$ cat config.mk
export PLATFORM = sky130hd
export DESIGN_NAME = apb4_slave_regfile
export DESIGN_NICKNAME = d
export VERILOG_FILES = /design/src/rtl/apb4_slave_regfile.sv
export SDC_FILE = /design/constraint.sdc
export NUM_CORES = 1
export LEC_CHECK = 0
export CORE_MARGIN = 2
export CORE_UTILIZATION = 61
export DETAILED_ROUTE_END_ITERATION = 8
export HOLD_SLACK_MARGIN = 0.03
export PLACE_DENSITY = 0.8
export SLEW_MARGIN = 20
export SYNTH_ARGS = -nofsm -noshare
export SYNTH_HDL_FRONTEND = slang
export SYNTH_SLANG_ARGS = --single-unit
$ cat constraint.sdc
create_clock -name PCLK -period 2.6 [get_ports PCLK]
set_input_delay 0.26 -clock PCLK [delete_from_list [all_inputs] [get_ports PCLK]]
set_output_delay 0.26 -clock PCLK [all_outputs]
set_load 0.02 [all_outputs]
$ cat src/rtl/apb4_slave_regfile.sv
// apb4_slave_regfile: APB4 slave with NUM_REGS byte-strobed registers, programmable wait states
// and PSLVERR on misaligned, out-of-range, strobed-read or non-secure access to register 0.
`ifndef APB_ADDR_WIDTH
`define APB_ADDR_WIDTH 32
`endif
`ifndef APB_DATA_WIDTH
`define APB_DATA_WIDTH 32
`endif

module apb4_slave_regfile #(
    parameter int ADDR_WIDTH  = `APB_ADDR_WIDTH,
    parameter int DATA_WIDTH  = `APB_DATA_WIDTH,
    parameter int NUM_REGS    = 16,
    parameter int WAIT_CYCLES = 1
) (
    input  logic                    PCLK,
    input  logic                    PRESETn,
    input  logic                    PSEL,
    input  logic                    PENABLE,
    input  logic                    PWRITE,
    input  logic [ADDR_WIDTH-1:0]   PADDR,
    input  logic [DATA_WIDTH-1:0]   PWDATA,
    input  logic [DATA_WIDTH/8-1:0] PSTRB,
    input  logic [2:0]              PPROT,
    output logic [DATA_WIDTH-1:0]   PRDATA,
    output logic                    PREADY,
    output logic                    PSLVERR
);
    localparam int IW = $clog2(NUM_REGS);
    localparam int SW = DATA_WIDTH / 8;
    localparam logic [1:0] IDLE = 2'd0, ACCESS = 2'd1, DONE = 2'd2;

    logic [1:0]            state_q, state_d;
    logic [ADDR_WIDTH-1:0] addr_q, addr_d;
    logic [DATA_WIDTH-1:0] wdata_q, wdata_d;
    logic [SW-1:0]         strb_q, strb_d;
    logic                  write_q, write_d;
    logic                  nsec_q, nsec_d;
    logic [3:0]            cnt_q, cnt_d;
    logic                  pready_q, pready_d;
    logic [DATA_WIDTH-1:0] regs_q [NUM_REGS];
    logic [IW-1:0]         idx;
    logic                  err, setup, commit;
    logic                  unused_prot;

    assign unused_prot = ^{PPROT[2], PPROT[0]};
    assign idx    = addr_q[IW+1:2];
    assign err    = (addr_q[1:0] != 2'b00) || (addr_q[ADDR_WIDTH-1:IW+2] != '0) ||
                    (!write_q && strb_q != '0) || (nsec_q && idx == '0);
    assign setup  = (state_q != ACCESS) && PSEL && !PENABLE;
    assign commit = (state_q == ACCESS) && PSEL && PENABLE && pready_q;

    always_comb begin
        state_d  = state_q;
        addr_d   = addr_q;
        wdata_d  = wdata_q;
        strb_d   = strb_q;
        write_d  = write_q;
        nsec_d   = nsec_q;
        cnt_d    = cnt_q;
        pready_d = pready_q;
        if (setup) begin
            state_d  = ACCESS;
            addr_d   = PADDR;
            wdata_d  = PWDATA;
            strb_d   = PSTRB;
            write_d  = PWRITE;
            nsec_d   = PPROT[1];
            cnt_d    = 4'(WAIT_CYCLES);
            pready_d = (WAIT_CYCLES == 0);
        end else if (state_q == ACCESS) begin
            // an abandoned transfer leaves no trace: back to IDLE, nothing committed
            if (!PSEL) begin
                state_d  = IDLE;
                cnt_d    = '0;
                pready_d = 1'b0;
            end else if (commit) begin
                state_d  = DONE;
                pready_d = 1'b0;
            end else if (PENABLE && cnt_q != '0) begin
                cnt_d    = cnt_q - 4'd1;
                pready_d = (cnt_q == 4'd1);
            end
        end else begin
            state_d = IDLE;
        end
    end

    always_ff @(posedge PCLK or negedge PRESETn) begin
        if (!PRESETn) begin
            state_q  <= IDLE;
            addr_q   <= '0;
            wdata_q  <= '0;
            strb_q   <= '0;
            write_q  <= 1'b0;
            nsec_q   <= 1'b0;
            cnt_q    <= '0;
            pready_q <= 1'b0;
        end else begin
            state_q  <= state_d;
            addr_q   <= addr_d;
            wdata_q  <= wdata_d;
            strb_q   <= strb_d;
            write_q  <= write_d;
            nsec_q   <= nsec_d;
            cnt_q    <= cnt_d;
            pready_q <= pready_d;
        end
    end

    always_ff @(posedge PCLK or negedge PRESETn) begin
        if (!PRESETn) begin
            for (int i = 0; i < NUM_REGS; i++) regs_q[i] <= '0;
        end else if (commit && write_q && !err) begin
            for (int b = 0; b < SW; b++)
                if (strb_q[b]) regs_q[idx][8*b +: 8] <= wdata_q[8*b +: 8];
        end
    end

    // read data is taken from the register array in the completing cycle itself
    assign PREADY  = pready_q;
    assign PSLVERR = pready_q && err;
    assign PRDATA  = (pready_q && !err && !write_q) ? regs_q[idx] : '0;
endmodule

======== Yosys cells after proc, flatten, opt, wreduce, memory -nomap -nowiden ========
Cells that the tools add are included.
word-level totals
  word-level logic and storage cells ...... 100
  bits in latches ......................... 0
  RAM bits ................................ 0
  flip-flop bits (word level) ............. 589
  bits in read-only memories .............. 0
  memories kept ........................... 0
operators by class
  muxes and demuxes ....................... 37
  equality and inequality tests ........... 7
  order comparisons ....................... 2
  bitwise gates (word level) .............. 1
  reduce and logical (&&, ||, !) cells .... 28
  add/sub/neg operators ................... 1
  multipliers ............................. 0
  div/mod/pow operators ................... 0
  shifts and indexed selects .............. 0
operator list
  cell                 count
  $mux 512             7
  $bwmux 512           4
  $demux 32 s4         4
  $bmux 32 s4          1
  $mux 32              4
  $reduce_bool 26->1   1
  $mux 24              1
  $mux 4               5
  $mux 16              1
  $logic_and 1x1->1    14
  $mux 2               4
  $mux 8               1
  $reduce_bool 4->1    2
  $ge 5x5->1 const B   1
  $lt 5x1->1 const B   1
  $mux 1               5
  $not 4->5            1
  $eq 4x1->1 const B   1
  $logic_not 4->1      1
  $ne 4x1->1 const B   1
  $ne 4x4->1 const B   1
  $reduce_bool 2->1    2
  $sub 4x1->4 const B  1
  $logic_not 1->1      3
  other kinds (7)      9

======== Longest topological paths before layout ========
  depth after elaboration ................. 16
  mapped depth ............................ 8

======== Worst setup path before layout ========
No wires, ideal clock.
  path type ............................... register -> output
  start point ............................. register addr_q[0]
  end point ............................... output PRDATA[0]
  arrival time ............................ 2115 ps
  slack ................................... 225 ps
  stages on the path, launching flop included .. 8
  path buffers ............................ 3
  required time ........................... 2340 ps
  cells stage by stage .................... dfrtp_1 -> nor4_1 -> nand4_1 -> buf_2 -> or4_1 -> clkbuf_1 -> clkbuf_1 -> a21oi_1
between the ends
  longest elaborated chain between the ends .. 8
ends and longest elaborated chain
  element                          RTL line  source
  start, declared                  34        logic [ADDR_WIDTH-1:0] addr_q, addr_d;
  start signal, assigned           101       addr_q <= addr_d;
  $reduce_bool 2->1                48        assign err = (addr_q[1:0] != 2'b00) || (addr_q[ADDR_WIDTH-1:IW+2] != '0) ||
  $logic_or 1x1->1 (2 in series)   48
  $logic_or 1x1->1                 49        (!write_q && strb_q != '0) || (nsec_q && idx == '0);
  $logic_not 1->1                  123       assign PRDATA = (pready_q && !err && !write_q) ? regs_q[idx] : '0;
  $logic_and 1x1->1 (2 in series)  123
  $mux 32                          123
  end, declared                    25        output logic [DATA_WIDTH-1:0] PRDATA,
Every way passes these cells.

======== Worst setup path after layout ========
  start point ............................. register addr_q[7]
  end point ............................... output PRDATA[12]
between the ends
  longest elaborated chain between the ends .. 8
ends and longest elaborated chain
  element                          RTL line
  $reduce_bool 26->1               48
  $logic_or 1x1->1 (2 in series)   48
  $logic_or 1x1->1                 49
  $logic_not 1->1                  123
  $logic_and 1x1->1 (2 in series)  123
  $mux 32                          123
Every way passes these cells.

==> out/qor.yml <==
min_path:
  hp-class: "in2async"
power_and_ir_drop:
  power_frac_comb: 0.122
  power_mw: 21.2
  p_per_area_nw_per_um2: 615
  swShare: 0.266
  p_leak_nw: 15.7
  switching_power_mw: 5.64
  seqPwrFrac: 0.471
  clock_power_share: 0.406
  vdd_drop_max_v: 0.000516
  p_int_mw: 15.6
routing:
  drt_pass1_iterations: 7
  ant_nets: 0
  wl_per_cell_microns: 27.9
  wl_microns: 72400
  routed-via-count: 17200
  vias_per_cell: 6.64
  drc_errors: 0
  drt_iter0_drc: 1619
logic_synthesis:
  ys_ff_latch: 589
  yosysSeqAreaShare: 0.532
  syn_nets: 1835
  synth_enable_flop_cells: 0
  synth_top_cell_area_share: 0.532
  async_flop_share: 1.00
  synth.area.top_cells: "dfrtp_1 (53%), mux2_2 (24%), mux4_2 (10%)"
  syn_area_per_cell_sq_um: 15.8
  synth_ff_type: "dfrtp_1"
  synth_cells: 1756
  yosysWarningCount: 0
  synth_area_sq_um: 27700
  synth_largest_area_cell: "dfrtp_1"
  ys_types: 40
timing:
  fin_skew_ns: 0.0229
  hold_viol_final: 0
  maxSlewHeadroom: 0.350
  grt_setup_unrepaired: "true"
  whs_ns: 0.200
  tightest_slew_ns: 0.975
  final_max_slew_viol_count: 0
  fin_crit_sh: 1.26
  fmax_mhz: 305
  setup_viol: 545
  layout_min_cycle_time_ns: 3.28
  setup_slack_ns: -0.682
setup_path:
  path_class: "reg2out"
  reg2reg_slack_ns: -0.46
  path_cells: "nor4_2 -> nand4_1 -> buf_4 -> or4_4 -> buf_4 -> buf_12 -> a21oi_2 -> buf_4"
  reg2reg_depth: 12
  crit_top_cell: "buf_4"
  critPathMaxStageDelay_ns: 0.48
  worst_r2r_endpoint: "regs_q[15]$_DFFE_PN0P_"
  critPathCaptureType: "output pin"
  cp-start-kind: "register"
  cp.required_ns: 2.34
  r2r-start: "addr_q[7]$_DFFE_PN0P_"
  arrival_ns: 3.02
  path_max_fanout: 6
  cp_slowest_cell: "or4_4"
finish:
  stdcell_count: 2594
  area_growth_syn_to_layout_pct: 24.6
  fin_nets: 2029
  final_common_cell: "dfrtp_1"
  drive_above_1_share: 0.570
  final_cell_mix: "dfrtp_1 (587), mux2_2 (387), mux2_4 (195)"
  final_core_util: 0.765
  antenna_cells: 0
grt:
  first_global_vias: 17900
  groute.usage.overall: 0.297
  grt_max_degree: 93
  overflow: 0
  antenna_found_initial: 0
  grt_pass1_wl_microns: 106000
cts:
  clockBufferDepth: 3
  htree_levels: 2
  root_buffer: "clkbuf_16"
  clk_pin_slew_worst_paths_ns: 0.06
  cts_buffers: 58
  cts_num_sinks: 589
  clk_latency_ns: 0.63
  cts_tree: "yes"
status:
  failed_checks: "negative setup slack"
  status: "finished with violations"
die:
  core_sq_um: 45100
  rows: 78
  start_util: 0.614
  die_h_microns: 217
  die-area_sq_um: 47100
  fp.dieW_microns: 217
  io_pins: 110
placement:
  gp_congestion: 0.808
  io_buffers: 107
  post-place-cells: 2426
  detailed_place_hpwl_microns: 39600
run:
  cap_violations: 0
[metrics by stage]
step,cell area (sq um),setup slack (ns),setup TNS [ns]
floorplan,27700,0.225,0
global placement,30200,-0.602,-213.38
detailed placement,30200,-0.596,-188.56
CTS,33500,-0.644,-55.58
global route,34500,-0.711,-170.37
finish,34500,-0.682,-159.39
[routing by layer]
| layer | part of all wire | wire length [microns] | global-route usage |
|---|---|---|---|
| met5 | 0 | 0 | 0 |
| met4 | 0.039 | 2790 | 0.123 |
| met3 | 0.059 | 4270 | 0.0464 |
| met2 | 0.49 | 35600 | 0.475 |
| met1 | 0.41 | 29800 | 0.410 |
[how the worst max path moves through the flow]
stage                     cells after the start    endpoint                    from  slack (ns)
after global routing                          8  PRDATA[12]  addr_q[11]$_DFFE_PN0P_       -0.71
after CTS                                     8   PRDATA[8]  addr_q[16]$_DFFE_PN0P_       -0.64
final                                         8  PRDATA[12]   addr_q[7]$_DFFE_PN0P_       -0.68
after detailed placement                      7  PRDATA[11]   addr_q[7]$_DFFE_PN0P_       -0.60
after global placement                        7  PRDATA[13]   addr_q[7]$_DFFE_PN0P_       -0.60
after floorplan                               7   PRDATA[0]   addr_q[0]$_DFFE_PN0P_        0.23
[critical path: cells and delay by family, from the launching register on]
| family | cells | cell delay (ns) |
|---|---|---|
| compound gates | 1 | 0.12 |
| buf+inv | 4 | 0.74 |
| flops | 1 | 0.40 |
| simple gates | 3 | 1.13 |
[what timing repair did]
action | in CTS | in global routing
gates resized for setup | 295 | 231
hold endpoints to repair | 63 | 0
cloned | 7 | 3
pin swaps | 39 | 30
endpoints found under the setup margin | 537 | 545
buffers inserted | 53 | 11
hold buffers | 1 | 0
[synth_stat cells, drive strengths merged, types with 2 or more instances]
master   count
dfrtp      589
mux2       582
mux4       128
buf         97
nand4       65
a22oi       64
clkbuf      58
nor4        58
a21oi       34
or4         17
and2         8
and4bb       6
o21ai        5
and4b        4
nand2        4
nor2         4
nor2b        4
nor4b        4
ha           3
inv          3
and4         2
nand2b       2
nand3        2
o2bb2ai      2
[cells by family after synthesis]
| family | after synthesis | synth area share |
|---|---|---|
| DFF | 589 | 0.532 |
| and+or+nand+nor | 184 | 0.0717 |
| AOI/OAI and AO/OA | 109 | 0.0263 |
| muxes | 711 | 0.341 |
| adders and majority gates | 3 | 0.00136 |
| xor gates and xnor gates | 2 | 0.000633 |
| buffers and inverters | 158 | 0.0264 |
[final cells by class]
type / instances / area [sq um]
Tap cell: 600 / 751
Clock inverter: 17 / 220
Inverter: 3 / 11.3
Multi-Input combinational cell: 1009 / 13400
Timing Repair Buffer: 289 / 3650
Clock buffer: 87 / 1740
Sequential cell: 589 / 14700
Fill cell: 2441 / 10600
[sequential cells by signal, summed over array words and instances, names as in the netlist]
name     cells
regs_q     512
addr_q      32
wdata_q     32
cnt_q        4
strb_q       4
state_q      2
PREADY       1
nsec_q       1
write_q      1
[power groups by stage]
stage          registers, mW  logic [mW]  clock network, mW
6_report                9.99        2.60               8.61
3_5_place_dp            10.1        2.45                  0
3_3_place_gp            10.1        2.40                  0
5_1_grt                 10.0        2.74               9.13
2_1_floorplan           9.74        1.64                  0
4_1_cts                 9.93        2.50               8.70
(Power assumes the default switching activity.)
